[src/rtl/uart_pkg.sv]
`default_nettype none
// +----------------------------------------------------------------------+
// | uart_pkg : parity encodings and the TX/RX state set for uart_core    |
// | Rev 1.0                                                              |
// +----------------------------------------------------------------------+
package uart_pkg;

    localparam int PARITY_NONE = 0;
    localparam int PARITY_ODD  = 1;
    localparam int PARITY_EVEN = 2;

    typedef enum logic [2:0] {
        ST_IDLE   = 3'd0,
        ST_START  = 3'd1,
        ST_DATA   = 3'd2,
        ST_PARITY = 3'd3,
        ST_STOP   = 3'd4
    } uart_state_t;

endpackage
`default_nettype wire

[src/rtl/uart_bit_timer.sv]
`default_nettype none
// +----------------------------------------------------------------------+
// | uart_bit_timer : loadable bit-period counter with terminal pulse     |
// | Rev 1.0                                                              |
// +----------------------------------------------------------------------+
module uart_bit_timer #(
    parameter int CLKS_PER_BIT = 16,
    parameter int CNT_W        = $clog2(CLKS_PER_BIT)
) (
    input  logic             clk,
    input  logic             reset,
    input  logic             load,
    input  logic [CNT_W-1:0] load_val,
    input  logic             en,
    output logic             tc
);

    localparam logic [CNT_W-1:0] c_LAST = CNT_W'(CLKS_PER_BIT - 1);

    logic [CNT_W-1:0] r_cnt;

    always_ff @(posedge clk) begin
        if (reset) begin
            r_cnt <= '0;
        end else if (load) begin
            r_cnt <= load_val;
        end else if (en) begin
            r_cnt <= (r_cnt == c_LAST) ? '0 : r_cnt + 1'b1;
        end
    end

    assign tc = en && !load && (r_cnt == c_LAST);

endmodule
`default_nettype wire

[src/rtl/uart_core.sv]
`default_nettype none
// +----------------------------------------------------------------------+
// | uart_core : full-duplex UART transmitter and receiver                |
// | Rev 1.0                                                              |
// +----------------------------------------------------------------------+
module uart_core
    import uart_pkg::*;
#(
    parameter int DATA_BITS    = 8,
    parameter int PARITY       = 0,
    parameter int STOP_BITS    = 1,
    parameter int CLKS_PER_BIT = 16
) (
    input  logic       clk,
    input  logic       reset,
    input  logic       tx_start,
    input  logic [7:0] tx_data,
    output logic       tx_pin,
    output logic       tx_busy,
    input  logic       rx_pin,
    output logic [7:0] rx_data,
    output logic       rx_valid,
    output logic       rx_busy,
    output logic       parity_err,
    output logic       frame_err
);

    localparam int               CNT_W       = $clog2(CLKS_PER_BIT);
    localparam logic [2:0]       c_LAST_DATA = 3'(DATA_BITS - 1);
    localparam logic [CNT_W-1:0] c_HALF_LOAD = CNT_W'(CLKS_PER_BIT - CLKS_PER_BIT / 2);
    localparam logic [7:0]       c_DATA_MASK = 8'(8'hFF >> (8 - DATA_BITS));
    localparam logic             c_ODD       = (PARITY == PARITY_ODD);
    localparam logic             c_HAS_PAR   = (PARITY == PARITY_ODD) || (PARITY == PARITY_EVEN);
    localparam logic             c_TWO_STOP  = (STOP_BITS == 2);

    generate
        if (DATA_BITS < 5 || DATA_BITS > 8) begin : g_bad_data_bits
            $error("uart_core: DATA_BITS must be 5..8");
        end
        if (PARITY != PARITY_NONE && PARITY != PARITY_ODD && PARITY != PARITY_EVEN) begin : g_bad_parity
            $error("uart_core: PARITY must be 0, 1 or 2");
        end
        if (STOP_BITS != 1 && STOP_BITS != 2) begin : g_bad_stop_bits
            $error("uart_core: STOP_BITS must be 1 or 2");
        end
        if (CLKS_PER_BIT < 4) begin : g_bad_clks_per_bit
            $error("uart_core: CLKS_PER_BIT must be >= 4");
        end
    endgenerate

    // ------------------------------------------------------------ transmit
    uart_state_t r_tx_state, w_tx_next;
    logic        r_tx_pin, w_tx_pin_next, r_tx_busy;
    logic [7:0]  r_tx_shift;
    logic        r_tx_par;
    logic [2:0]  r_tx_idx;
    logic        w_tx_load, w_tx_tc;

    uart_bit_timer #(.CLKS_PER_BIT(CLKS_PER_BIT), .CNT_W(CNT_W)) u_tx_timer (
        .clk      (clk),
        .reset    (reset),
        .load     (w_tx_load),
        .load_val ('0),
        .en       (r_tx_state != ST_IDLE),
        .tc       (w_tx_tc)
    );

    // Pin value is registered alongside the state so the line never glitches.
    always_ff @(posedge clk) begin
        if (reset) begin
            r_tx_state <= ST_IDLE;
            r_tx_pin   <= 1'b1;
            r_tx_busy  <= 1'b0;
        end else begin
            r_tx_state <= w_tx_next;
            r_tx_pin   <= w_tx_pin_next;
            r_tx_busy  <= (w_tx_next != ST_IDLE);
        end
    end

    always_comb begin
        w_tx_next     = r_tx_state;
        w_tx_pin_next = r_tx_pin;
        w_tx_load     = 1'b0;
        case (r_tx_state)
            ST_IDLE: begin
                w_tx_pin_next = 1'b1;
                if (tx_start) begin
                    w_tx_next     = ST_START;
                    w_tx_pin_next = 1'b0;
                    w_tx_load     = 1'b1;
                end
            end
            ST_START: if (w_tx_tc) begin
                w_tx_next     = ST_DATA;
                w_tx_pin_next = r_tx_shift[0];
            end
            ST_DATA: if (w_tx_tc) begin
                if (r_tx_idx == c_LAST_DATA) begin
                    w_tx_next     = c_HAS_PAR ? ST_PARITY : ST_STOP;
                    w_tx_pin_next = c_HAS_PAR ? r_tx_par : 1'b1;
                end else begin
                    w_tx_pin_next = r_tx_shift[1];
                end
            end
            ST_PARITY: if (w_tx_tc) begin
                w_tx_next     = ST_STOP;
                w_tx_pin_next = 1'b1;
            end
            ST_STOP: if (w_tx_tc) begin
                w_tx_pin_next = 1'b1;
                if (!(c_TWO_STOP && r_tx_idx == 3'd0)) begin
                    w_tx_next = ST_IDLE;
                end
            end
            default: begin
                w_tx_next     = ST_IDLE;
                w_tx_pin_next = 1'b1;
            end
        endcase
    end

    // Bit index restarts on every state change; it also counts stop bits.
    always_ff @(posedge clk) begin
        if (reset) begin
            r_tx_shift <= '0;
            r_tx_par   <= 1'b0;
            r_tx_idx   <= '0;
        end else begin
            if (w_tx_load) begin
                r_tx_shift <= tx_data & c_DATA_MASK;
                r_tx_par   <= ^(tx_data & c_DATA_MASK) ^ c_ODD;
            end else if (w_tx_tc && r_tx_state == ST_DATA) begin
                r_tx_shift <= r_tx_shift >> 1;
            end
            if (w_tx_next != r_tx_state) begin
                r_tx_idx <= '0;
            end else if (w_tx_tc) begin
                r_tx_idx <= r_tx_idx + 1'b1;
            end
        end
    end

    assign tx_pin  = r_tx_pin;
    assign tx_busy = r_tx_busy;

    // ------------------------------------------------------------- receive
    logic        r_sync1, r_sync2, r_rx_prev;
    logic        w_rx, w_rx_fall;
    uart_state_t r_rx_state, w_rx_next;
    logic        w_rx_load, w_rx_tc, w_rx_done, w_rx_par_exp;
    logic [7:0]  r_rx_shift, r_rx_data;
    logic        r_rx_par_bit;
    logic [2:0]  r_rx_idx;
    logic        r_rx_valid, r_rx_perr, r_rx_ferr, r_rx_busy;

    assign w_rx         = r_sync2;
    assign w_rx_fall    = r_rx_prev && !r_sync2;
    assign w_rx_par_exp = ^r_rx_shift ^ c_ODD;

    always_ff @(posedge clk) begin
        if (reset) begin
            r_sync1   <= 1'b1;
            r_sync2   <= 1'b1;
            r_rx_prev <= 1'b1;
        end else begin
            r_sync1   <= rx_pin;
            r_sync2   <= r_sync1;
            r_rx_prev <= r_sync2;
        end
    end

    // Loading the half-period offset puts every later sample mid-bit.
    uart_bit_timer #(.CLKS_PER_BIT(CLKS_PER_BIT), .CNT_W(CNT_W)) u_rx_timer (
        .clk      (clk),
        .reset    (reset),
        .load     (w_rx_load),
        .load_val (c_HALF_LOAD),
        .en       (r_rx_state != ST_IDLE),
        .tc       (w_rx_tc)
    );

    always_comb begin
        w_rx_next = r_rx_state;
        w_rx_load = 1'b0;
        w_rx_done = 1'b0;
        case (r_rx_state)
            ST_IDLE: if (w_rx_fall) begin
                w_rx_next = ST_START;
                w_rx_load = 1'b1;
            end
            ST_START: if (w_rx_tc) begin
                w_rx_next = w_rx ? ST_IDLE : ST_DATA;
            end
            ST_DATA: if (w_rx_tc && r_rx_idx == c_LAST_DATA) begin
                w_rx_next = c_HAS_PAR ? ST_PARITY : ST_STOP;
            end
            ST_PARITY: if (w_rx_tc) begin
                w_rx_next = ST_STOP;
            end
            ST_STOP: if (w_rx_tc) begin
                w_rx_next = ST_IDLE;
                w_rx_done = 1'b1;
            end
            default: w_rx_next = ST_IDLE;
        endcase
    end

    always_ff @(posedge clk) begin
        if (reset) begin
            r_rx_state <= ST_IDLE;
            r_rx_busy  <= 1'b0;
            r_rx_valid <= 1'b0;
            r_rx_perr  <= 1'b0;
            r_rx_ferr  <= 1'b0;
            r_rx_data  <= '0;
        end else begin
            r_rx_state <= w_rx_next;
            r_rx_busy  <= (w_rx_next != ST_IDLE);
            r_rx_valid <= w_rx_done;
            r_rx_perr  <= w_rx_done && c_HAS_PAR && (r_rx_par_bit != w_rx_par_exp);
            r_rx_ferr  <= w_rx_done && !w_rx;
            if (w_rx_done) begin
                r_rx_data <= r_rx_shift;
            end
        end
    end

    always_ff @(posedge clk) begin
        if (reset) begin
            r_rx_shift   <= '0;
            r_rx_par_bit <= 1'b0;
            r_rx_idx     <= '0;
        end else begin
            if (w_rx_load) begin
                r_rx_shift <= '0;
            end else if (w_rx_tc && r_rx_state == ST_DATA) begin
                r_rx_shift[r_rx_idx] <= w_rx;
            end
            if (w_rx_tc && r_rx_state == ST_PARITY) begin
                r_rx_par_bit <= w_rx;
            end
            if (w_rx_next != r_rx_state) begin
                r_rx_idx <= '0;
            end else if (w_rx_tc) begin
                r_rx_idx <= r_rx_idx + 1'b1;
            end
        end
    end

    assign rx_data    = r_rx_data;
    assign rx_valid   = r_rx_valid;
    assign rx_busy    = r_rx_busy;
    assign parity_err = r_rx_perr;
    assign frame_err  = r_rx_ferr;

endmodule
`default_nettype wire

[config.mk]
export PLATFORM = sky130hd
export DESIGN_NAME = uart_core
export DESIGN_NICKNAME = d
export VERILOG_FILES = /design/src/rtl/uart_pkg.sv /design/src/rtl/uart_bit_timer.sv /design/src/rtl/uart_core.sv
export SDC_FILE = /design/constraint.sdc
export NUM_CORES = 1
export LEC_CHECK = 0
export CAP_MARGIN = 30
export CORE_MARGIN = 5
export CORE_UTILIZATION = 50
export DETAILED_ROUTE_END_ITERATION = 10
export MAX_ROUTING_LAYER = met4
export PLACE_DENSITY = 0.72
export RECOVER_POWER = 25
export REMOVE_ABC_BUFFERS = 1
export SETUP_SLACK_MARGIN = 0.05
export SLEW_MARGIN = 20
export SYNTH_ARGS = -nofsm -noshare
export SYNTH_HDL_FRONTEND = slang
export SYNTH_HIERARCHICAL = 1
export SYNTH_SLANG_ARGS = --single-unit
[constraint.sdc]
create_clock -name clk -period 2.9 [get_ports clk]
set_input_delay 0.58 -clock clk [delete_from_list [all_inputs] [get_ports clk]]
set_output_delay 0.58 -clock clk [all_outputs]
set_load 0.05 [all_outputs]
==> impl_metrics.py <==
metrics = {
    "outcome": {
        "status": "complete, no violations",
    },
    "routing": {
        "vias_per_cell": 5.18,
        "wl_mm": 4.42,
        "drc_errors": 0,
        "dr.first_iter.drc_count": 71,
        "vias": 1946,
        "dr.pass1.iters": 4,
        "post_drt_wl_per_cell_um": 11.7,
        "ant_nets": 0,
    },
    "clocking": {
        "clk_pin_slew_ps": 90,
        "cts_hold_buf": 0,
        "cts_tree": "yes",
        "cts_setup_buffers": 0,
        "clockRootBuffer": "clkbuf_8",
        "cts.path.max_buffers": 2,
        "ctsHtreeMaxLevel": 2,
        "numCtsBuffers": 5,
        "clk_latency_ps": 300,
        "cts_resized": 0,
        "clock-sinks": 52,
    },
    "floorplanning": {
        "fp.dieH_um": 80.2,
        "core_area_sq_mm": 0.00475,
        "fp.dieW_um": 80.2,
        "start_util": 0.518,
        "fp-row-count": 25,
        "dieArea_sq_mm": 0.00643,
        "io_pins": 26,
    },
    "final_layout": {
        "nNetsFinal": 326,
        "area_delta_synth_final_pct": 18.2,
        "fin_cells": 376,
        "final_util": 0.612,
        "fill_cells": 455,
        "antennaDiodeCount": 0,
        "multi_input_area_sq_mm": 0.00132,
        "drive_gt1_frac": 0.110,
        "regArea_sq_mm": 0.00104,
    },
    "setup_path": {
        "arrival_ps": 2730,
        "cp-end-kind": "flop",
        "worstSetupPathType": "input pin to flop",
        "reg2reg_slack_ps": 440,
        "rr_worst_depth": 9,
        "cp.required_ps": 3080,
        "startpoint_type": "input pin",
        "path_max_fanout": 9,
    },
    "pwr": {
        "power_leakage_nw": 1.10,
        "internal_power_mw": 1.06,
        "p_clk_frac": 0.354,
        "ir_drop_mv": 0.233,
        "p_comb_frac": 0.102,
        "p_sw_frac": 0.238,
        "p_switching_uw": 331,
        "seq_power_share": 0.544,
        "cellPowerDensity_mw_per_mm2": 478,
    },
    "placed_design": {
        "dp.cells": 368,
        "dpl.hpwl_mm": 3.07,
        "numPortBuffers": 24,
        "gp_congestion": 0.851,
    },
    "sta": {
        "finalCritPeriodShare": 0.879,
        "setup_violations": 0,
        "final_max_slew_viol_count": 0,
        "whs_ps": 424,
        "skew_ps": 9.76,
        "rsz0062_at_grt": "no",
        "max_freq_mhz": 392,
        "relSlewSlack": 0.487,
        "hold_viol": 0,
        "worst_pin_slew_ps": 770,
        "fin_tns_setup_ps": 0,
        "layout_min_cycle_time_ps": 2550,
    },
    "synthesis": {
        "synth-seq-area-share": 0.423,
        "ys_ff_latch": 52,
        "mappedNetlistArea_sq_mm": 0.00246,
        "synth_edf_count": 0,
        "synth-main-ff-cell": "dfxtp_1",
        "ys_warn_count": 6,
        "syn_area_per_cell_sq_um": 8.86,
        "syn_inst": 278,
        "ys_types": 48,
        "synthArstFlopShare": 0,
    },
    "worst_hold_path": {
        "hold_depth": 1,
        "min_path_type": "flop to flop",
    },
    "job": {
        "cap_violations": 0,
    },
    "grt": {
        "grt_util_all_layers": 0.154,
        "first_global_vias": 1727,
        "grt_remaining_overflow": 0,
        "grt_first_pass_wirelength_mm": 7.68,
        "antenna_found_initial": 0,
        "grt_max_degree": 41,
    },
}
==> layout make-up <==
type,instances,area share
inverters,9,0.0116
clock buffers,5,0.0236
well taps,67,0.0288
repair buffers,34,0.111
flip-flops and latches,52,0.358
multi-input cells,206,0.453
clock inverters,3,0.0146
==> critical path, stage by stage <==
cell and delay [ps]:
dlygate4sd3_1 590, nor4b_1 170, nand2b_1 180, nor2_1 410, o21ai_0 170, nand2_1 100
a211oi_1 70, or3b_2 450
==> cell usage in the layout, fill, tap and decap left out, drive strengths merged, types with 3 or more instances in the layout <==
cell and n:
dfxtp 52, nor2 35, nand2 27, mux2i 19, a21oi 17, clkdlybuf4s50 17
a211oi 11, inv 9, conb 9, buf 9, nand3 7, dlygate4sd3 7
o21ai 6, ha 6, clkbuf 6, nor3 6, nand2b 5, nand3b 5
or2 5, nor4b 4, xor2 4, o22ai 4, nand4 3, nor3b 3
o21bai 3, or3b 3
==> metrics by stage <==
stage | area (sq um) | setup slack [ps] | power, mW
3_3_place_gp | 2810 | 230 | 0.916
6_report | 2910 | 352 | 1.39
4_1_cts | 2920 | 497 | 1.41
2_1_floorplan | 2390 | -633 | 0.862
5_1_grt | 2910 | 204 | 1.46
3_5_place_dp | 2810 | 185 | 0.918
==> final timing paths <==
check | from | end
setup / recovery | tx_start | tx_busy
hold / removal | r_sync1 | r_sync2
setup reg to reg | r_sync2 | rx_busy
hold reg to reg | r_sync1 | r_sync2
==> power groups by stage <==
stage | clock network, mW | logic, mW | registers [mW]
2_1_floorplan | 0 | 0.0818 | 0.781
3_3_place_gp | 0 | 0.143 | 0.773
3_5_place_dp | 0 | 0.145 | 0.773
4_1_cts | 0.510 | 0.145 | 0.757
5_1_grt | 0.541 | 0.159 | 0.760
6_report | 0.492 | 0.142 | 0.757
==> per-layer routing <==
metal | up-vias | share of wire | global-route usage
li1 | 1023 | - | -
met4 | 0 | 0.013 | 0.0591
met3 | 5 | 0.037 | 0.0314
met2 | 27 | 0.46 | 0.248
met5 | - | 0 | -
met1 | 891 | 0.49 | 0.191
==> cell usage after synthesis (all sizes together), types with 2 or more instances <==
cell type  count  area (sq um)
a211oi        11          82.6
a21oi         17          85.1
a221oi         2          17.5
a31oi          2          12.5
and4bb         2          25.0
buf           12          73.8
clkbuf         6          22.5
conb           2          7.51
dfxtp         52          1040
ha             6          75.1
inv            9          33.8
mux2           2          22.5
mux2i         19           190
nand2         27           101
nand2b         5          31.3
nand3          7          35.0
nand3b         5          37.5
nand4          3          18.8
nor2          35           134
nor2b          2          12.5
nor3           6          45.0
nor3b          3          22.5
nor4b          4          35.0
o21a           2          15.0
o21ai          6          30.0
o21bai         3          22.5
o22ai          4          37.5
or2            5          31.3
or3b           3          26.3
xnor2          2          17.5
xor2           4          35.0
==> cell families (layout without fill, tap and decap cells) <==
family	Yosys count	count (layout)	synth area share
buf+inv	27	51	0.0528
compound gates	51	51	0.137
simple gates	113	113	0.246
fa+ha+maj	6	6	0.0305
xor+xnor	6	6	0.0213
other cells	2	9	0.00305
mux	21	21	0.0864
flops	52	52	0.423
==> state kept, by name (all words and copies together), names as in the netlist, 3 cells and up <==
name              flops
r_tx_state            3
r_tx_idx              3
u_tx_timer/r_cnt      4
r_rx_shift            8
r_tx_shift            8
rx_data               8
r_rx_idx              3
u_rx_timer/r_cnt      4
r_rx_state            3
No activity file was read; power rests on OpenSTA's default activity.
